===== config.mk =====
export PLATFORM = sky130hd
export DESIGN_NAME = encoder_4_2_pending
export DESIGN_NICKNAME = d
export VERILOG_FILES = /design/src/rtl/encoder_pkg.sv /design/src/rtl/prio_pick_4.sv /design/src/rtl/encoder_4_2_pending.sv
export SDC_FILE = /design/constraint.sdc
export NUM_CORES = 1
export LEC_CHECK = 0
export BUFFER_PORTS_ARGS = -buffer_cell sky130_fd_sc_hd__clkbuf_2
export CORE_AREA = 2 2 39 41
export DETAILED_ROUTE_END_ITERATION = 7
export DIE_AREA = 0 0 41 43
export PLACE_DENSITY_LB_ADDON = 0.08
export SYNTH_ARGS = -nofsm -noshare
export SYNTH_HDL_FRONTEND = slang
export SYNTH_SLANG_ARGS = --single-unit

===== constraint.sdc =====
create_clock -name clk -period 3 [get_ports clk]
set_input_delay 0.6 -clock clk [delete_from_list [all_inputs] [get_ports clk]]
set_output_delay 0.6 -clock clk [all_outputs]
set_load 0.05 [all_outputs]

===== src/rtl/encoder_pkg.sv =====
// Shared constants and index type for the 4-to-2 pending encoder.
package encoder_pkg;
  localparam int unsigned N_REQ = 4;
  localparam int unsigned IDX_W = 2;

  typedef logic [IDX_W-1:0] idx_t;

  localparam idx_t RR_PTR_RST = 2'd3;
endpackage


===== src/rtl/prio_pick_4.sv =====
// Combinational 4-way priority pick: highest set bit, or first set bit at/after start.
module prio_pick_4
  import encoder_pkg::*;
(
  input  logic [N_REQ-1:0] vec,
  input  idx_t             start,
  input  logic             rotate,
  output logic             found,
  output idx_t             idx,
  output logic [N_REQ-1:0] onehot
);

  idx_t k;

  always_comb begin
    found  = 1'b0;
    idx    = '0;
    k      = '0;
    onehot = '0;
    if (rotate) begin
      // Walk upward from start with natural 2-bit wrap; first hit wins.
      for (int unsigned i = 0; i < N_REQ; i++) begin
        k = start + IDX_W'(i);
        if (!found && vec[k]) begin
          found = 1'b1;
          idx   = k;
        end
      end
    end else begin
      // Ascending scan so the highest set bit is the last one kept.
      for (int unsigned i = 0; i < N_REQ; i++) begin
        if (vec[i]) begin
          found = 1'b1;
          idx   = IDX_W'(i);
        end
      end
    end
    if (found) begin
      onehot = N_REQ'(1) << idx;
    end
  end

endmodule


===== src/rtl/encoder_4_2_pending.sv =====
// Registered 4-to-2 priority encoder with sticky pending bits and valid/ready output.
module encoder_4_2_pending
  import encoder_pkg::*;
#(
  parameter int unsigned ROUND_ROBIN = 0
) (
  input  logic             clk,
  input  logic             rst_n,
  input  logic [N_REQ-1:0] req,
  input  logic             clr,
  input  logic             ready,
  output logic [IDX_W-1:0] y,
  output logic             valid,
  output logic [N_REQ-1:0] pend,
  output logic             multi,
  output logic             ovf
);

  idx_t             last;
  idx_t             start;
  idx_t             pick;
  logic             found;
  logic             load;
  logic [N_REQ-1:0] pick_oh;
  logic [N_REQ-1:0] take;
  logic [N_REQ-1:0] pend_nxt;
  logic             ovf_nxt;
  logic             multi_nxt;

  assign start = last + IDX_W'(1);

  prio_pick_4 u_pick (
    .vec    (pend),
    .start  (start),
    .rotate (ROUND_ROBIN != 0),
    .found  (found),
    .idx    (pick),
    .onehot (pick_oh)
  );

  // The output register may refill whenever it is empty or being consumed.
  always_comb begin
    load      = !valid || ready;
    take      = (load && found) ? pick_oh : '0;
    pend_nxt  = (pend & ~take) | req;
    ovf_nxt   = |(req & pend & ~take);
    multi_nxt = (pend_nxt & (pend_nxt - N_REQ'(1))) != '0;
  end

  // multi is registered from pend_nxt so it lines up with pend exactly.
  always_ff @(posedge clk or negedge rst_n) begin
    if (!rst_n) begin
      y     <= '0;
      valid <= 1'b0;
      pend  <= '0;
      multi <= 1'b0;
      ovf   <= 1'b0;
      last  <= RR_PTR_RST;
    end else if (clr) begin
      valid <= 1'b0;
      pend  <= '0;
      multi <= 1'b0;
      ovf   <= 1'b0;
      last  <= RR_PTR_RST;
    end else begin
      pend  <= pend_nxt;
      multi <= multi_nxt;
      ovf   <= ovf_nxt;
      if (load) begin
        if (found) begin
          y     <= pick;
          valid <= 1'b1;
          last  <= pick;
        end else begin
          valid <= 1'b0;
        end
      end
    end
  end

endmodule

==> results.toml <==
[critical_path]
timing.rr.end = "multi"
worstSetupEndpointType = "primary output"
crit_family = "flip-flops"
critPathLaunchType = "register"
crit_arrival_ps = 1080
critPathLaunch = "pend[1]"
critPathKind = "register to primary output"
rrSetupSlack_ps = 1560
rr_worst_depth = 4
cpMaxStageDelayCell = "dfrtp_1"
cp_num_buf_inv = 1
cp.required_ps = 2400
crit_fanout = 7
max_stage_delay_ps = 490
crit_chain = "clkbuf_2"
r2r_start = "pend[3]"

[drt]
via_per_inst = 4.82
dr_total_vias = 371
ant_nets = 0
first_pass_iters = 2
drt_iter0_drc = 1
wire_per_inst_um = 11.1
remaining_drc_errors = 0
wirelength_um = 854

[clock_network]
cts_hold_buf = 0
clockRootBuffer = "clkbuf_4"
cts_max_level = 1
clk_latency_ps = 260
cts.clk_slew.worst_paths_ps = 70
cts_sinks = 9
cts_buffers = 3
cts.repair.resized = 0
post_cts_buffers = 0
clock_path_buffers = 2
cts_tree = "done"

[die]
die_w_um = 41
io_pins = 17
die_h_um = 43
start_util_pct = 31.9
placementRows = 14
die_area_um2 = 1760
design.core.area_um2 = 1380

[synthesis]
synth_top_area_share_pct = 51.0
ys_seq_area_share_pct = 51.0
synth.area.top_cells = "dfrtp_1 (51%), nor2_1 (5.9%), a21oi_2 (4.0%)"
ys_seq_elements = 9
netlist_instances = 42
syn_area_um2 = 442
yosysWarnings = 0
synth_fp_nets = 50
ys_types = 20
yosys.area.top_type = "dfrtp_1"
synth.avg_cell_area_um2 = 10.5

[final_layout]
fin_util_pct = 40.3
nets = 70
n_antenna_cell = 0
mostFrequentLayoutCell = "clkbuf_2"
syn2layout_area_growth_pct = 26.3
layout_common_cells = "clkbuf_2 (16), dfrtp_1 (9), nor2_1 (7)"
layout-drive-gt1-share_pct = 44.3

[timing]
fmax_ghz = 0.596
clock_skew_ps = 0.479
setup-tns-final_ps = 0
tightest_slew_ps = 277
slew_violations = 0
slew_headroom_pct = 81.6
period_minus_slack_ps = 1680
setup_violations = 0
hold_viol = 0
fin_crit_sh_pct = 56.0
rsz0062_at_grt = "false"
fin_ws_ps = 1320

[hold_path]
hp-class = "input pin to async pin"

[placement]
dpl.hpwl_um = 703
post-place-ws_ps = 1280
globalplace.congestion = 0.719
port_buffers = 16

[grt]
antenna_found_initial = 0
grt_start_max_net_pins = 10
grt_pass1_vias = 329
track_usage_pct = 12.3
gr-total-overflow = 0
grt_pass1_wl_um = 1400

[outcome]
status = "finished, final reports clean"

[power_and_ir_drop]
p_leak_nw = 0.270
ir_worst_vdd_uv = 273
p_per_area_nw_per_um2 = 605

[run]
cap_violations = 0
layer usage:
layer | global-route usage [%] | wire length (um) | vias up | part of all wire, %
met2 | 17.5 | 407 | 11 | 48
met3 | 3.14 | 54 | 4 | 6.3
met4 | 10.0 | 27 | 0 | 3.2
met1 | 14.9 | 364 | 172 | 43
met5 | 0 | 0 | - | 0
li1 | - | - | 184 | -
synth_stat cells:
library cell / number
nor3_1: 1
or2_1: 1
mux2i_1: 1
a21oi_4: 1
a31o_2: 1
buf_6: 1
a21oi_2: 2
or3_4: 1
inv_1: 1
nor2b_4: 1
a21oi_1: 1
nor2_1: 7
nand2_1: 4
o21ai_0: 3
dfrtp_1: 9
o21a_1: 2
nand3_1: 2
nor2b_1: 1
a41oi_1: 1
maj3_2: 1
layout make-up:
| cell class | count | area (um^2) |
|---|---|---|
| tap | 16 | 20.0 |
| clock inverter | 1 | 5.00 |
| clock buffer | 3 | 22.5 |
| fill | 150 | 826 |
| sequential | 9 | 225 |
| timing repair buffer | 16 | 80.1 |
| inverter | 1 | 3.75 |
| multi-input combinational | 31 | 201 |
cells by family after synthesis:
family | Yosys count | synth area share (%)
AND/OR/NAND/NOR | 18 | 21.2
AO/OA/AOI/OAI | 11 | 19.5
flip-flops | 9 | 51.0
buffers and inverters | 2 | 3.40
multiplexers | 1 | 2.27
adder cells (fa/ha/maj) | 1 | 2.55
power by group:
part | switching (mW) | internal, mW
clock network | 0.0470 | 0.0493
logic | 0.0697 | 0.0280
registers | 0.0103 | 0.133
total | 0.127 | 0.211
per-stage QoR:
| stage | instances | hold slack (ps) | instance area [um^2] | power [mW] |
|---|---|---|---|---|
| after floorplan | 42 | 304 | 442 | 0.219 |
| after global placement | 73 | 467 | 531 | 0.245 |
| after detailed placement | 73 | 469 | 531 | 0.245 |
| after CTS | 77 | 182 | 558 | 0.342 |
| after global routing | 77 | 187 | 558 | 0.358 |
| final | 77 | 179 | 558 | 0.338 |
worst max path at each step:
stage	to	slack, ps	cells after the start
4_1_cts	pend[1]	1310	1
3_3_place_gp	multi	1280	6
6_report	pend[1]	1320	1
2_1_floorplan	multi	1310	5
5_1_grt	pend[1]	1280	1
3_5_place_dp	multi	1280	6
state kept, by name (all words and copies together), names as in the netlist:
| name | cells |
|---|---|
| pend | 4 |
| multi | 1 |
| ovf | 1 |
| valid | 1 |
| y | 2 |
Note: power is estimated with default switching activity, not from simulation.
